===== src/rtl/slot_scheduler.sv =====
// slot_scheduler: steps slots 0..3 and runs HIT/GND pairs, hush and an ADC window in each; `define SLOT_SKIP_EN adds i_slot_en
module slot_scheduler #(
    parameter int TW       = 16,
    parameter int MIN_SLOT = 2
) (
    input  logic          clk,
    input  logic          rst,
    input  logic          i_run,
    input  logic [TW-1:0] i_ts_time_0,
    input  logic [TW-1:0] i_ts_time_1,
    input  logic [TW-1:0] i_ts_time_2,
    input  logic [TW-1:0] i_ts_time_3,
    input  logic [3:0]    i_pulse_mask,
    input  logic [7:0]    i_pulse_hit,
    input  logic [7:0]    i_pulse_gnd,
    input  logic [3:0]    i_pulse_count,
    input  logic [TW-1:0] i_pulse_hush,
`ifdef SLOT_SKIP_EN
    input  logic [3:0]    i_slot_en,
`endif
    output logic [1:0]    o_slot,
    output logic          o_slot_start,
    output logic          o_frame_start,
    output logic [3:0]    o_pulse_p,
    output logic [3:0]    o_pulse_n,
    output logic          o_hush,
    output logic          o_adc_en,
    output logic          o_overrun
);
    localparam logic [2:0] IDLE = 3'd0;
    localparam logic [2:0] LOAD = 3'd1;
    localparam logic [2:0] HIT  = 3'd2;
    localparam logic [2:0] GND  = 3'd3;
    localparam logic [2:0] HUSH = 3'd4;
    localparam logic [2:0] ACQ  = 3'd5;
    localparam logic [2:0] WAIT = 3'd6;
    localparam logic [TW-1:0] MIN_T = TW'(MIN_SLOT);
    localparam logic [TW-1:0] ONE   = TW'(1);
    localparam logic [TW-1:0] TWO   = TW'(2);

    logic [2:0]    state, state_nx;
    logic [1:0]    slot_nx;
    logic [TW-1:0] rem, rem_nx, pc, pc_nx, hush, hush_nx, ts_sel, t_len;
    logic [7:0]    hit, hit_nx, gnd, gnd_nx;
    logic [3:0]    mask, mask_nx, pairs, pairs_nx;
    logic          slot_en, last, pair_done;

`ifdef SLOT_SKIP_EN
    assign slot_en = i_slot_en[o_slot];
`else
    assign slot_en = 1'b1;
`endif

    assign ts_sel = o_slot == 2'd0 ? i_ts_time_0 :
                    o_slot == 2'd1 ? i_ts_time_1 :
                    o_slot == 2'd2 ? i_ts_time_2 : i_ts_time_3;
    assign t_len  = ts_sel < MIN_T ? MIN_T : ts_sel;
    // rem counts cycles left after the current one; it is loaded at LOAD, so LOAD itself is never last
    assign last   = state != IDLE && state != LOAD && rem == '0;

    // Phase sequencing inside a slot; the slot timer overrides everything on the final cycle
    always_comb begin
        state_nx  = state;
        slot_nx   = o_slot;
        rem_nx    = rem;
        pc_nx     = pc;
        pairs_nx  = pairs;
        mask_nx   = mask;
        hit_nx    = hit;
        gnd_nx    = gnd;
        hush_nx   = hush;
        pair_done = 1'b0;
        case (state)
            IDLE: state_nx = i_run ? LOAD : IDLE;
            LOAD: begin
                mask_nx  = i_pulse_mask;
                hit_nx   = i_pulse_hit;
                gnd_nx   = i_pulse_gnd;
                hush_nx  = i_pulse_hush;
                pairs_nx = i_pulse_count;
                rem_nx   = t_len - TWO;
                if (!slot_en) begin
                    state_nx = WAIT;
                end else if (i_pulse_count != '0 && i_pulse_hit != '0) begin
                    state_nx = HIT;
                    pc_nx    = TW'(i_pulse_hit) - ONE;
                end else if (i_pulse_count != '0 && i_pulse_gnd != '0) begin
                    state_nx = GND;
                    pc_nx    = TW'(i_pulse_gnd) - ONE;
                end else if (i_pulse_hush != '0) begin
                    state_nx = HUSH;
                    pc_nx    = i_pulse_hush - ONE;
                end else begin
                    state_nx = ACQ;
                end
            end
            HIT: begin
                if (pc != '0) begin
                    pc_nx = pc - ONE;
                end else if (gnd != '0) begin
                    state_nx = GND;
                    pc_nx    = TW'(gnd) - ONE;
                end else begin
                    pair_done = 1'b1;
                end
            end
            GND: begin
                if (pc != '0) pc_nx = pc - ONE;
                else pair_done = 1'b1;
            end
            HUSH: begin
                if (pc != '0) pc_nx = pc - ONE;
                else state_nx = ACQ;
            end
            default: ;
        endcase
        if (pair_done) begin
            pairs_nx = pairs - 4'd1;
            if (pairs != 4'd1) begin
                state_nx = hit != '0 ? HIT : GND;
                pc_nx    = hit != '0 ? TW'(hit) - ONE : TW'(gnd) - ONE;
            end else if (hush != '0) begin
                state_nx = HUSH;
                pc_nx    = hush - ONE;
            end else begin
                state_nx = ACQ;
            end
        end
        if (state != IDLE && state != LOAD) rem_nx = rem - ONE;
        if (last) begin
            state_nx = i_run ? LOAD : IDLE;
            slot_nx  = i_run ? o_slot + 2'd1 : 2'd0;
            rem_nx   = '0;
        end
    end

    // State, timers and outputs registered together so outputs align with the state they decode
    always_ff @(posedge clk) begin
        if (rst) begin
            state         <= IDLE;
            rem           <= '0;
            pc            <= '0;
            pairs         <= '0;
            mask          <= '0;
            hit           <= '0;
            gnd           <= '0;
            hush          <= '0;
            o_slot        <= '0;
            o_slot_start  <= 1'b0;
            o_frame_start <= 1'b0;
            o_pulse_p     <= '0;
            o_pulse_n     <= '0;
            o_hush        <= 1'b0;
            o_adc_en      <= 1'b0;
            o_overrun     <= 1'b0;
        end else begin
            state         <= state_nx;
            rem           <= rem_nx;
            pc            <= pc_nx;
            pairs         <= pairs_nx;
            mask          <= mask_nx;
            hit           <= hit_nx;
            gnd           <= gnd_nx;
            hush          <= hush_nx;
            o_slot        <= slot_nx;
            o_slot_start  <= state_nx == LOAD;
            o_frame_start <= state_nx == LOAD && slot_nx == 2'd0;
            o_pulse_p     <= state_nx == HIT ? mask_nx : 4'd0;
            o_pulse_n     <= state_nx == GND ? mask_nx : 4'd0;
            o_hush        <= state_nx == HUSH;
            o_adc_en      <= state_nx == ACQ;
            o_overrun     <= (state_nx == HIT || state_nx == GND || state_nx == HUSH) && rem_nx == '0;
        end
    end
endmodule

===== config.mk =====
export PLATFORM = sky130hd
export DESIGN_NAME = slot_scheduler
export DESIGN_NICKNAME = d
export VERILOG_FILES = /design/src/rtl/slot_scheduler.sv
export SDC_FILE = /design/constraint.sdc
export NUM_CORES = 1
export LEC_CHECK = 0
export CAP_MARGIN = 0
export CORE_MARGIN = 1.5
export CORE_UTILIZATION = 45
export DETAILED_ROUTE_END_ITERATION = 6
export GPL_ROUTABILITY_DRIVEN = 0
export PLACE_DENSITY = 0.74
export SLEW_MARGIN = 20
export SYNTH_ARGS = -nofsm -noshare
export SYNTH_HDL_FRONTEND = slang
export SYNTH_SLANG_ARGS = --single-unit

===== constraint.sdc =====
create_clock -name clk -period 5.8 [get_ports clk]
set_clock_uncertainty 0.05 [all_clocks]
set_input_delay 1.16 -clock clk [delete_from_list [all_inputs] [get_ports clk]]
set_output_delay 1.16 -clock clk [all_outputs]
set_load 0.02 [all_outputs]

==> qor.yml, run 1 <==
power_leakage_nw: 3.15
final_cells: 1286
min_path_type: "reg -> reg"
maxCapViolations: 0
coreArea_um2: 15300
cts.reportedPaths.clkPinSlew_ps: 60
seq_power_share_pct: 24.5
cp_num_buf_inv: 1
rr_startpoint: "o_slot[0]$_SDFF_PP0_"
clk_path_buf_depth: 2
status: "complete, no violations"
ys_types: 82
cpLargestDelayFamily: "simple AND/OR/NAND/NOR gates"
crit_chain: "clkdlybuf4s50_1 -> mux2i_1 -> a222oi_1 -> nor2_1 -> and4_1 -> a221oi_1 -> ha_1 -> and4bb_1 -> a311oi_1 -> nor3_1 -> nand2_1 -> xor2_1 -> o21ai_0 -> or4b_1 -> nor4_2"
holdCritStartpoint: "mask[3]$_SDFF_PP0_"
max_freq_mhz: 198
p_int_mw: 2.12
rsz0062_at_grt: "no"
nets: 1195
yosysWarnings: 0
ys_seq_area_share_pct: 25.5
pwr-share-comb_pct: 62.9
drtIter0Drc: 701
die_h_um: 128
criticalPathCategory: "in -> reg"
syn_nets: 1098
wl_per_cell_um: 17.0
min_to: "o_pulse_p[3]$_SDFF_PP0_"
p_sw_share_pct: 49.6
syn_area_per_cell_um2: 7.26
routed_wl_um: 21900
async_flop_share_pct: 0
hold_viol_final: 0
ctsHoldBuffers: 0
slew_viol_final: 0
synthFlopType: "dfxtp_1"
min_path_cells: 2
ios: 122
ant_nets: 0
drive_gt1_share_pct: 4.84
start_kind: "input pin"
num_rows: 45
clk_latency_ps: 350
pwr-share-clk_pct: 12.7
reg2regPathDepth: 17
cts_root_buf: "clkbuf_16"
placed_cells: 1271
ir_drop_mv: 0.297
grt_max_degree: 80
path_max_fanout: 5
dp_hpwl_um: 16500
worstMarginPinSlew_ps: 882
r2r_slack_ps: 790
vias: 7689
gr-total-overflow: 0
p_switching_mw: 2.08
design_power_total_mw: 4.20
via_per_inst: 5.98
period_needed_ps: 5040
diodes: 0
post_cts_buffers: 0
slowest_delay_ps: 570
grt_pass1_wl_um: 35700
required_ps: 6020
r2r_end: "o_overrun$_SDFF_PP0_"
setup_viol: 0
drtPass1Iterations: 5
syn-cell-area_um2: 7070
timing.slew.headroom_pct: 41.2
syn_to_final_growth_pct: 22.8
power.density_nw_per_um2: 484
fin_crit_sh_pct: 86.9
io_buffers: 121
end_kind: "register"
drcViolationCount: 0
cts_tree: "done"
start_util_pct: 46.3
grt_pass1_vias: 7178
synth-edff-count: 0
arrival_ps: 5260
syn-instance-count: 974
cts_max_level: 3
track_usage_pct: 27.1
slowest_stage: "a222oi_1"
antenna_found_initial: 0
dieWidth_um: 128
cts_resized: 0
cts_sinks: 90
setup_tns_ps: 0
synth_seq_cells: 90
cts_buffers: 9
die_area_um2: 16500
[placed cells by master, fill, tap and decap left out, drive strengths merged, types with 9 or more instances in the layout]
master / n
o21ai: 56
a221oi: 9
a211oi: 19
xor2: 27
ha: 17
inv: 42
nor4: 24
nand3: 21
and3: 12
buf: 17
a21oi: 94
a31oi: 10
nor2b: 20
xnor2: 26
or3: 12
nand4: 9
clkbuf: 12
nor3: 44
mux2i: 27
clkdlybuf4s50: 120
nand2: 138
dfxtp: 90
nor2: 83
nor3b: 14
[routing by layer]
metal | track usage, % | up-vias | part of all wire (%)
met5 | 0 | - | 0
met4 | 11.0 | 0 | 3.3
met3 | 5.32 | 53 | 6.6
met2 | 44.1 | 317 | 46
met1 | 35.3 | 3562 | 44
li1 | - | 3757 | -
[synthesized netlist by cell type, types with 5 or more instances]
| cell type | number | share of area, % |
|---|---|---|
| xnor2_1 | 26 | 3.2 |
| a22oi_1 | 5 | 0.53 |
| a211oi_1 | 19 | 2.0 |
| a21o_1 | 6 | 0.64 |
| o22ai_1 | 7 | 0.62 |
| a21oi_1 | 94 | 6.7 |
| nor2b_1 | 20 | 1.8 |
| nand4_1 | 9 | 0.80 |
| or3_1 | 12 | 1.1 |
| ha_1 | 17 | 3.0 |
| nor3b_1 | 11 | 1.2 |
| and2_1 | 5 | 0.44 |
| and3_1 | 12 | 1.1 |
| buf_1 | 5 | 0.27 |
| o21ai_0 | 54 | 3.8 |
| a221oi_1 | 9 | 1.1 |
| o211ai_1 | 5 | 0.53 |
| inv_1 | 42 | 2.2 |
| a31oi_1 | 10 | 0.88 |
| nand2_1 | 138 | 7.3 |
| o31ai_1 | 5 | 0.53 |
| nand3_1 | 21 | 1.5 |
| o221ai_1 | 7 | 0.87 |
| nand2b_1 | 6 | 0.53 |
| dfxtp_1 | 90 | 25 |
| or4_1 | 7 | 0.74 |
| clkbuf_1 | 36 | 1.9 |
| a222oi_1 | 5 | 0.71 |
| xor2_1 | 27 | 3.3 |
| mux2i_1 | 27 | 3.8 |
| nor4_1 | 20 | 1.8 |
| nor2_1 | 83 | 4.4 |
| nor3_1 | 43 | 3.0 |
[registers in the layout (all words and copies together), names as in the netlist]
register       cells
hit                8
gnd                8
o_overrun          1
o_hush             1
pc                16
mask               4
rem               16
hush              16
pairs              4
o_adc_en           1
state              3
o_slot_start       1
o_slot             2
o_pulse_n          4
o_pulse_p          4
o_frame_start      1
[cell type report]
type | instances | area (µm²)
fillers | 1444 | 6580
repair buffers | 137 | 1330
flip-flops and latches | 90 | 1800
well taps | 211 | 264
multi-input cells | 791 | 4880
inverters | 42 | 158
clock inverters | 3 | 17.5
clock buffers | 12 | 236
[power groups by stage]
stage	clock (mW)	sequential [mW]	combinational [mW]
CTS	0.539	1.02	2.60
detailed placement	0	1.03	2.59
finish	0.532	1.03	2.64
floorplan	0	0.959	1.96
global placement	0	1.03	2.56
global route	0.566	1.05	2.92
[worst max path at each step]
stage | startpoint | to | slack [ps] | depth (start not counted)
floorplan | i_ts_time_2[4] | o_overrun$_SDFF_PP0_ | 1130 | 15
global placement | i_ts_time_2[5] | o_overrun$_SDFF_PP0_ | 520 | 15
detailed placement | i_ts_time_2[5] | o_overrun$_SDFF_PP0_ | 460 | 15
CTS | i_ts_time_2[5] | o_overrun$_SDFF_PP0_ | 820 | 15
global route | o_slot[0]$_SDFF_PP0_ | o_overrun$_SDFF_PP0_ | 380 | 16
finish | i_ts_time_2[5] | o_overrun$_SDFF_PP0_ | 760 | 15
[per-stage QoR]
stage | setup WS, ps | utilization, % | area, µm² | hold slack [ps]
final | 761 | 56.9 | 8680 | 426
after global routing | 383 | 56.9 | 8680 | 444
after CTS | 816 | 56.9 | 8680 | 424
after detailed placement | 457 | 55.2 | 8420 | 415
after global placement | 515 | 55.2 | 8420 | 409
after floorplan | 1130 | - | 7070 | 393
[worst register-to-register path, delay by kind of cell (launching register included)]
kind / cells / cell delay (ps)
xor+xnor: 1 / 190
simple gates: 9 / 2300
fa+ha+maj: 2 / 810
flops: 1 / 340
buf+inv: 2 / 450
compound gates: 3 / 780
[logic make-up after synthesis]
| kind of cell | Yosys count | synth area share, % |
|---|---|---|
| buf+inv | 93 | 5.71 |
| simple gates | 417 | 30.1 |
| fa+ha+maj | 17 | 3.01 |
| flops | 90 | 25.5 |
| mux | 29 | 4.14 |
| xor+xnor | 53 | 6.56 |
| compound gates | 275 | 25.0 |
(Power assumes the default switching activity.)
==> run 2, diff against run 1 <==
--- a/config.mk
+++ b/config.mk
@@ -10,7 +10,7 @@
 export CORE_UTILIZATION = 45
 export DETAILED_ROUTE_END_ITERATION = 6
 export GPL_ROUTABILITY_DRIVEN = 0
-export PLACE_DENSITY = 0.74
+export PLACE_DENSITY = 0.77
 export SLEW_MARGIN = 20
 export SYNTH_ARGS = -nofsm -noshare
 export SYNTH_HDL_FRONTEND = slang
==> qor.yml, run 2 (same netlist as run 1, synthesis figures left out) <==
fin_crit_sh_pct: 89.2  # +2.3 points
p_int_mw: 2.12  # +0.20%
drtPass1Iterations: 5  # unchanged
status: "complete, no violations"
cts_buffers: 9  # unchanged
mostFrequentLayoutCells: "nand2_1, clkdlybuf4s50_1, a21oi_1"
dp_hpwl_um: 16200  # -1.8%
cts.reportedPaths.clkPinSlew_ps: 70  # about the same
final_common_cell: "nand2_1"
criticalPathCategory: "in -> reg"
cpLargestDelayFamily: "simple AND/OR/NAND/NOR gates"
pwr-share-clk_pct: 13.2  # +0.5 points
drive_gt1_share_pct: 5.02  # +0.19 points
cts_max_level: 3  # unchanged
ant_nets: 0  # unchanged
cts_root_buf: "clkbuf_16"
hold_viol_final: 0  # unchanged
timing.slew.headroom_pct: 32.1  # -9.0 points
seq_power_share_pct: 24.2  # -0.3 points
die_h_um: 128  # unchanged
end_kind: "register"
via_per_inst: 6.03  # +0.92%
io_buffers: 121  # unchanged
slew_viol_final: 0  # unchanged
arrival_ps: 5390  # +130 ps
wl_per_cell_um: 16.8  # -1.0%
cts_sinks: 90  # unchanged
crit_chain: "clkdlybuf4s50_1 -> mux2i_1 -> a222oi_1 -> nor2_1 -> and4_1 -> a221oi_1 -> ha_1 -> and4bb_1 -> a311oi_1 -> nor3_1 -> nand2_1 -> xor2_1 -> o21ai_0 -> or4b_1 -> nor4_2"
die_area_um2: 16500  # unchanged
p_sw_share_pct: 49.8  # +0.22 points
drtIter0Drc: 681  # -2.9%
clk_latency_ps: 350  # about the same
ir_drop_mv: 0.243  # -18%
cts_resized: 0  # unchanged
post_dp_cell_area_um2: 8420  # about the same
syn_to_final_growth_pct: 22.9
gr-total-overflow: 0  # unchanged
dieWidth_um: 128  # unchanged
cts_tree: "done"
rsz0062_at_grt: "no"
setup_tns_ps: 0  # unchanged
post_cts_buffers: 0  # unchanged
start_kind: "input pin"
max_freq_mhz: 193  # -2.6%
path_max_fanout: 5  # unchanged
final_cells: 1286  # unchanged
fill_cells: 1439  # -0.35%
setup_viol: 0  # unchanged
worst_slack_ps: 627  # -134 ps
grt_pass1_vias: 7238  # +0.84%
min_path_type: "reg -> reg"
drcViolationCount: 0  # unchanged
reg_top3: "hush x16, pc x16, rem x16"
nets: 1194  # -0.084%
placed_cells: 1270  # -0.079%
ctsHoldBuffers: 0  # unchanged
required_ps: 6020  # about the same
clk_path_buf_depth: 2  # unchanged
maxCapViolations: 0  # unchanged
vias: 7760  # +0.92%
ios: 122  # unchanged
power_leakage_nw: 3.15  # about the same
diodes: 0  # unchanged
num_rows: 45  # unchanged
pre_cts_ws_ps: 340  # -117 ps
worstMarginPinSlew_ps: 1010  # +126 ps
start_util_pct: 46.3  # unchanged
track_usage_pct: 26.9  # -0.17 points
period_needed_ps: 5170  # +134 ps
grt_pass1_wl_um: 35800  # +0.52%
grt_max_degree: 65  # -19%
cp_num_buf_inv: 1  # unchanged
routed_wl_um: 21600  # -1.0%
slowest_delay_ps: 590  # +20 ps
finalInstanceArea_um2: 8690  # +0.13%
coreArea_um2: 15300  # unchanged
pwr-share-comb_pct: 62.6  # -0.3 points
slowest_stage: "a222oi_1"
power.density_nw_per_um2: 486  # +0.51%
antenna_found_initial: 0  # unchanged
p_switching_mw: 2.10  # +1.1%
run 2: stage by stage:
stage | total power [mW] | util, % | hold slack (ps)
after floorplan | 2.92 | - | 393
after global placement | 3.57 | 55.2 | 410
after detailed placement | 3.60 | 55.2 | 415
after CTS | 4.18 | 57.0 | 424
after global routing | 4.56 | 57.0 | 448
final | 4.23 | 57.0 | 425
run 2: layout make-up:
type	instances	area, µm²	area share (%)
Multi-Input combinational cell	791	4870	56.1
Timing Repair Buffer	136	1320	15.2
Clock inverter	7	53.8	0.619
Clock buffer	9	225	2.59
Inverter	42	158	1.81
Tap cell	211	264	3.04
Sequential cell	90	1800	20.7
run 2: worst reg2reg max path, delay by kind of cell (launching register included):
family | cells | cell delay, ps
XOR/XNOR | 1 | 180
flip-flops | 1 | 350
buffers and inverters | 2 | 290
AND/OR/NAND/NOR | 8 | 2120
adder cells (fa/ha/maj) | 2 | 760
AO/OA/AOI/OAI | 4 | 1210
run 2: power by group through the flow:
stage	clock network, mW	logic [mW]	registers, mW
4_1_cts	0.570	2.59	1.02
5_1_grt	0.597	2.91	1.05
3_5_place_dp	0	2.57	1.03
3_3_place_gp	0	2.55	1.03
6_report	0.559	2.65	1.02
2_1_floorplan	0	1.96	0.959
run 2: final timing paths:
path	start	to	slack (ps)	depth (start not counted)
hold reg to reg	mask[0]$_SDFF_PP0_	mask[0]$_SDFF_PP0_	420	2
setup / recovery	i_ts_time_2[5]	o_overrun$_SDFF_PP0_	630	15
setup reg to reg	o_slot[1]$_SDFF_PP0_	o_overrun$_SDFF_PP0_	760	17
hold / removal	mask[0]$_SDFF_PP0_	mask[0]$_SDFF_PP0_	420	2
run 2: per-layer routing:
| metal | up-vias | part of all wire, % | GRT usage [%] |
|---|---|---|---|
| li1 | 3750 | - | - |
| met1 | 3618 | 43 | 35.2 |
| met2 | 334 | 46 | 44.5 |
| met3 | 58 | 7.2 | 4.99 |
| met4 | 0 | 3.2 | 9.91 |
| met5 | - | 0 | 0 |
